--- src/rtl/cnt_sequencer.sv ---
// cnt_sequencer: drives the load/count controls of a downstream 4-bit
// up-counter. A run loads a preset, then counts until a given number of
// terminal counts have been seen, and closes with a one-cycle done pulse.
module cnt_sequencer (
    input  logic       clk,
    input  logic       rst,          // asynchronous, active-low
    input  logic       start,
    input  logic       abort,
    input  logic [3:0] preset,
    input  logic [3:0] rounds,
    input  logic       tcount,
    output logic [3:0] in,
    output logic       ld,
    output logic       cnt,
    output logic       busy,
    output logic       done,
    output logic [3:0] rounds_left
);

    typedef enum logic [1:0] {
        IDLE = 2'd0,
        LOAD = 2'd1,
        RUN  = 2'd2,
        DONE = 2'd3
    } state_t;

    state_t state_q;
    state_t state_d;

    // Last terminal count of the run: this tcount edge ends the RUN phase.
    logic last_tc;
    assign last_tc = tcount && (rounds_left == 4'd1);

    // Next-state decode; abort outranks tcount while a run is active.
    always_comb begin
        // NOTE: every variable gets a default first so no path infers a latch.
        state_d = state_q;
        unique case (state_q)
            IDLE: if (start) state_d = LOAD;
            LOAD: begin
                if (abort)                     state_d = IDLE;
                else if (rounds_left == 4'd0)  state_d = DONE;
                else                           state_d = RUN;
            end
            RUN: begin
                if (abort)        state_d = IDLE;
                else if (last_tc) state_d = DONE;
            end
            DONE: state_d = IDLE;
            default: state_d = IDLE;
        endcase
    end

    // State register.
    always_ff @(posedge clk or negedge rst) begin
        // NOTE: sequential state uses non-blocking assignments only.
        if (!rst) state_q <= IDLE;
        else      state_q <= state_d;
    end

    // Captured load value and remaining-rounds counter; both frozen outside IDLE
    // except for the decrement on tcount and the clear on abort.
    always_ff @(posedge clk or negedge rst) begin
        if (!rst) begin
            in          <= 4'd0;
            rounds_left <= 4'd0;
        end else begin
            unique case (state_q)
                IDLE: begin
                    if (start) begin
                        in          <= preset;
                        rounds_left <= rounds;
                    end
                end
                LOAD: begin
                    if (abort) rounds_left <= 4'd0;
                end
                RUN: begin
                    if (abort)
                        rounds_left <= 4'd0;
                    else if (tcount && (rounds_left != 4'd0))
                        rounds_left <= rounds_left - 4'd1;  // saturates at 0
                end
                default: ;
            endcase
        end
    end

    // Moore outputs decoded from the state register alone.
    always_comb begin
        ld   = 1'b0;
        cnt  = 1'b0;
        busy = 1'b0;
        done = 1'b0;
        unique case (state_q)
            LOAD: begin ld  = 1'b1; busy = 1'b1; end
            RUN:  begin cnt = 1'b1; busy = 1'b1; end
            DONE: done = 1'b1;
            default: ;
        endcase
    end

endmodule

--- config.mk ---
export PLATFORM = sky130hd
export DESIGN_NAME = cnt_sequencer
export DESIGN_NICKNAME = d
export VERILOG_FILES = /design/src/rtl/cnt_sequencer.sv
export SDC_FILE = /design/constraint.sdc
export NUM_CORES = 1
export LEC_CHECK = 0
export CAP_MARGIN = 15
export CORE_MARGIN = 5
export CORE_UTILIZATION = 43
export DETAILED_ROUTE_END_ITERATION = 16
export MAX_ROUTING_LAYER = met4
export PLACE_DENSITY = 0.77
export SLEW_MARGIN = 0
export SYNTH_ARGS = -nofsm -noshare
export SYNTH_HDL_FRONTEND = slang
export SYNTH_SLANG_ARGS = --single-unit
--- constraint.sdc ---
create_clock -name clk -period 2.2 [get_ports clk]
set_input_delay 0.55 -clock clk [delete_from_list [all_inputs] [get_ports clk]]
set_output_delay 0.55 -clock clk [all_outputs]
set_load 0.01 [all_outputs]
# After elaboration in Yosys (flattened, before gate mapping)
# Cells that the tools add are included.
dict set report classes {
  add_sub_neg 1
  multipliers 0
  div 0
  n_lt_le_gt_ge 0
  n_eq_ne 8
  n_shift 0
  muxes 15
  n_bitwise 0
  reduce_logical 10
}
# cell count
set op_table {}
lappend op_table {{4-bit 2-to-1 mux} 4}
lappend op_table {{4-bit case mux with 3 select lines} 1}
lappend op_table {{2-bit 2-to-1 mux} 4}
lappend op_table {{2-bit case mux with 4 select lines} 1}
lappend op_table {{3-bit != test, second input constant} 2}
lappend op_table {{1-bit 2-to-1 mux} 5}
lappend op_table {{2-bit == test, second input constant} 2}
lappend op_table {{4-bit by 1-bit == test with 1-bit output, second input constant} 1}
lappend op_table {{4-bit zero test} 1}
lappend op_table {{2-bit != test, second input constant} 2}
lappend op_table {{2-bit AND reduction} 2}
lappend op_table {{4-bit AND reduction} 1}
lappend op_table {{4-bit nonzero test} 1}
lappend op_table {{4-bit by 1-bit subtractor with 4-bit output, second input constant} 1}
lappend op_table {{3-bit nonzero test} 1}
lappend op_table {{2-bit by 1-bit == test with 1-bit output, second input constant} 1}
lappend op_table {{1-bit logical AND} 2}
lappend op_table {{2-bit zero test} 1}
lappend op_table {{2-bit OR reduction} 1}
dict set report word_totals {
  register_bits 10
  latch_bits 0
  ram_bits 0
  rom_bits 0
  input_bits 13
  output_inout_bits 12
  wordCells 37
  n_memories 0
}

# Longest topological paths before layout
dict set report depth {
  ltp_word 5
  ltp_mapped 6
  mapped_depth_nobuf 6
}

# Worst setup path after synthesis
# OpenSTA, ideal clock, no wires.
dict set report synth_path {
  path_type {reg-to-reg}
  from {reg state_q[0]}
  to {reg rounds_left[0]}
  arrival_time_ns 1.582
  required_time_ns 2.075
  setup_slack_ns 0.493
  stages_incl_launch_ff 7
  n_path_buf 0
  cell_sequence {dfrtp_1 inv_1 ha_1 nor2b_1 a211o_1 nor2_2 mux2_4}
}
dict set report synth_between {
  elab_chain_cells 3
  elab_cells_between_ends 9
}
# element line
set synth_lines {}
lappend synth_lines {{start: declaration} 27} ;# state_t state_q;
lappend synth_lines {{start signal: assignment} 58} ;# else state_q <= state_d;
lappend synth_lines {{2-bit == test (tied with other cells)} 68} ;# unique case (state_q)
lappend synth_lines {{3-bit != test (no line) (tied with other cells)} n/a}
lappend synth_lines {{4-bit AND reduction (no line)} n/a}
lappend synth_lines {{end signal: assignment} 72} ;# rounds_left <= rounds;
lappend synth_lines {{end signal: assignment} 82} ;# rounds_left <= rounds_left - 4'd1;
lappend synth_lines {{end: declaration} 17} ;# output logic [3:0] rounds_left
# Several ways; a longest one is shown, not always the timed one.
# A chain may end at the register's enable or synchronous reset.

# Worst setup path in the final report
dict set report layout_path {
  from {reg state_q[1]}
  to {out busy}
}
dict set report layout_between {
  elab_chain_cells 3
  elab_cells_between_ends 4
}
# element line
set layout_lines {}
lappend layout_lines {{2-bit == test / 2-bit by 1-bit == test with 1-bit output (equally long branches)} 95} ;# unique case (state_q)
lappend layout_lines {{2-bit OR reduction (no line) *} n/a}
lappend layout_lines {{1-bit 2-to-1 mux *} 95}
lappend layout_lines {{end: declaration} 15} ;# output logic busy,
# Mark *: on every way between the ends. The rest lies on a longest branch, timed or not.

==> results.ini <==
[status]
status = completed

[layout]
fill_cells = 125
area_delta_synth_final_pct = 47.65
final_area_um2 = 1020
fin_nets = 120
antenna_cells = 0
stdcell_count = 113
drive_gt1_share_pct = 18.56

[worst_setup_path]
arrival_ns = 1.57
crit_start = state_q[1]
worst-r2r-cell-count = 6
crit_path_end_kind = output pin
startpoint_type = register
crit_required_ns = 1.65
crit_path_max_fanout = 4
crit_type = register to output pin
r2r_slack_ns = 0.40
r2r_end = rounds_left[0]
r2r-start = state_q[0]

[logic_synthesis]
synthTopCellsByArea = dfrtp_1, ha_1, mux2_2
synth_top_flop_cell = dfrtp_1
ys_seq_area_share_pct = 36.23
avgSynthCellArea_um2 = 10.63
synth_nets = 87
netlist.area_leader.share_pct = 36.23
synth_edf_count = 0
synth-warning-count = 0
synth_cells = 65
synth_top_area_cell = dfrtp_1
synth_cell_types = 25
synth_area_um2 = 690.7
synth-async-reset-ratio_pct = 100.0
ys_ff_latch = 10

[pwr]
clkPwrFrac_pct = 11.3
vdd_drop_max_mv = 0.7436
power_frac_comb_pct = 65.0
power_switching_share_pct = 38.26
p_seq_share_pct = 23.7
p_leak_nw = 0.4768
power.switching_mw = 0.5571
cellInternalPower_mw = 0.8988
power_density_nw_per_um2 = 1428

[timing]
relSlewSlack_pct = 72.43
max_freq_ghz = 0.4716
finalCritPeriodShare_pct = 96.39
worst_pin_slew_ns = 0.4123
rsz0062_at_grt = no
drv_slew = 0
final.min_clock_period_ns = 2.121
setup_violations = 0
finalSetupTns_ns = 0
hold_violations = 0
whs_ns = 0.5023
fin_skew_ns = 0.009646

[cts]
path_clk_slew_ns = 0.07
cts_inserted_buffers = 3
clock_path_buffers = 2
root_buffer = clkbuf_4
cts_max_level = 1
hold_buffers = 0
cts_sinks = 10
tritoncts = yes
insertion_delay_ns = 0.27

[drt]
post_drt_wl_per_cell_um = 14.02
ant_nets = 0
drt_first_pass_iters = 4
drt-total-wl_um = 1584
post-route-drc-count = 0
vias_per_cell = 5.177
vias = 585
drt-initial-drc-count = 21

[floorplanning]
rows = 14
die_area_um2 = 2508
core_area_um2 = 1506
io_pins = 25
die_w_um = 50.08
dieHeight_um = 50.08
start_util_pct = 45.85

[hold_path]
holdPathEnd = in[3]
hold_path.class = register to register
whs_path_depth = 1
hold_path_startpoint = in[3]

[global_route]
grt_max_degree = 11
overflow = 0
antenna_found_initial = 0
grt_usage_pct = 13.54
grt_first_pass_wirelength_um = 2497
grt_pass1_vias = 552

[placed_design]
routabilityCongestion = 0.7949
port_buffers = 24
dpl.hpwl_um = 1277
post_dp_cell_area_um2 = 958.4
dp_cells = 106

[job]
maxCapViolations = 0

-- how the worst max path moves through the flow --
stage,to,cells past startpoint
floorplan,rounds_left[0],6
CTS,ld,3
global route,cnt,3
finish,busy,3
global placement,rounds_left[0],5
detailed placement,rounds_left[0],5
-- cells in the mapped netlist (2+ instances only) --
library cell,n
dfrtp_1,10
ha_1,9
inv_1,8
mux2_2,5
mux2i_1,3
nor2_1,3
nor2b_1,3
a21o_1,2
a21oi_1,2
nand2_1,2
nand2b_1,2
nor3_1,2
o31ai_1,2
-- cells by family after synthesis --
family	Yosys count	share of synthesized area [%]
buffers and inverters	8	4.348
adder cells (fa/ha/maj)	9	16.30
AND/OR/NAND/NOR	16	13.41
flip-flops	10	36.23
AO/OA/AOI/OAI	13	15.04
multiplexers	9	14.67
-- per-layer routing --
layer  GRT usage [%]  part of all wire [%]  vias to the layer above  wire, um
li1                -                     -                      289         -
met1           15.34                    40                      279       640
met2           21.97                    53                       15       833
met3           5.120                   5.9                        2        94
met4           3.930                   1.0                        0        16
met5               -                     0                        -         0
-- per-stage QoR --
step / power [mW] / utilization (%) / setup slack, ns
6_report: 1.456 / 67.69 / 0.07942
5_1_grt: 1.568 / 67.69 / 0.01783
3_3_place_gp: 1.231 / 63.62 / 0.1556
4_1_cts: 1.467 / 67.52 / 0.06516
3_5_place_dp: 1.255 / 63.62 / 0.1003
2_1_floorplan: 0.8755 / - / 0.4933
-- registers in the layout (all words and copies together) (netlist names) --
| name | cells |
|---|---|
| in | 4 |
| rounds_left | 4 |
| state_q | 2 |
-- placed cells by master (no fill, tap or decap), types with 2 or more instances in the layout --
master / n
a21o_1: 2
nand2b_1: 2
clkbuf_4: 3
dfrtp_1: 10
nor2_1: 3
mux2i_1: 3
buf_4: 4
nor2b_1: 3
mux2_2: 5
nand2_1: 2
o31ai_1: 2
nor3_1: 2
a21oi_1: 2
inv_1: 8
ha_1: 8
clkdlybuf4s50_1: 24
-- power groups by stage --
| stage | registers (mW) | clock network, mW | logic, mW |
|---|---|---|---|
| floorplan | 0.376 | 0 | 0.499 |
| global placement | 0.357 | 0 | 0.874 |
| detailed placement | 0.362 | 0 | 0.894 |
| CTS | 0.344 | 0.168 | 0.954 |
| global route | 0.356 | 0.180 | 1.03 |
| finish | 0.345 | 0.164 | 0.946 |
-- critical path, cell delays in order (launching register included) --
cell,delay [ns]
dfrtp_1,0.36
inv_1,0.09
ha_1,0.30
clkdlybuf4s50_1,0.54
-- cell type report --
| type | count | area, um^2 | share of cell area, % |
|---|---|---|---|
| timing repair buffer | 28 | 270.3 | 26.50 |
| clock buffer | 4 | 36.28 | 3.558 |
| multi-input combinational | 47 | 412.9 | 40.49 |
| sequential | 10 | 250.2 | 24.54 |
| tap | 16 | 20.02 | 1.963 |
| inverter | 8 | 30.03 | 2.945 |
-- timing repair --
action / CTS / global route
endpoints found under the setup margin: 1 / 1
buffers inserted: 3 / 0
resized for setup: 0 / 1
pin swaps: 0 / 0
(Power assumes the default switching activity.)
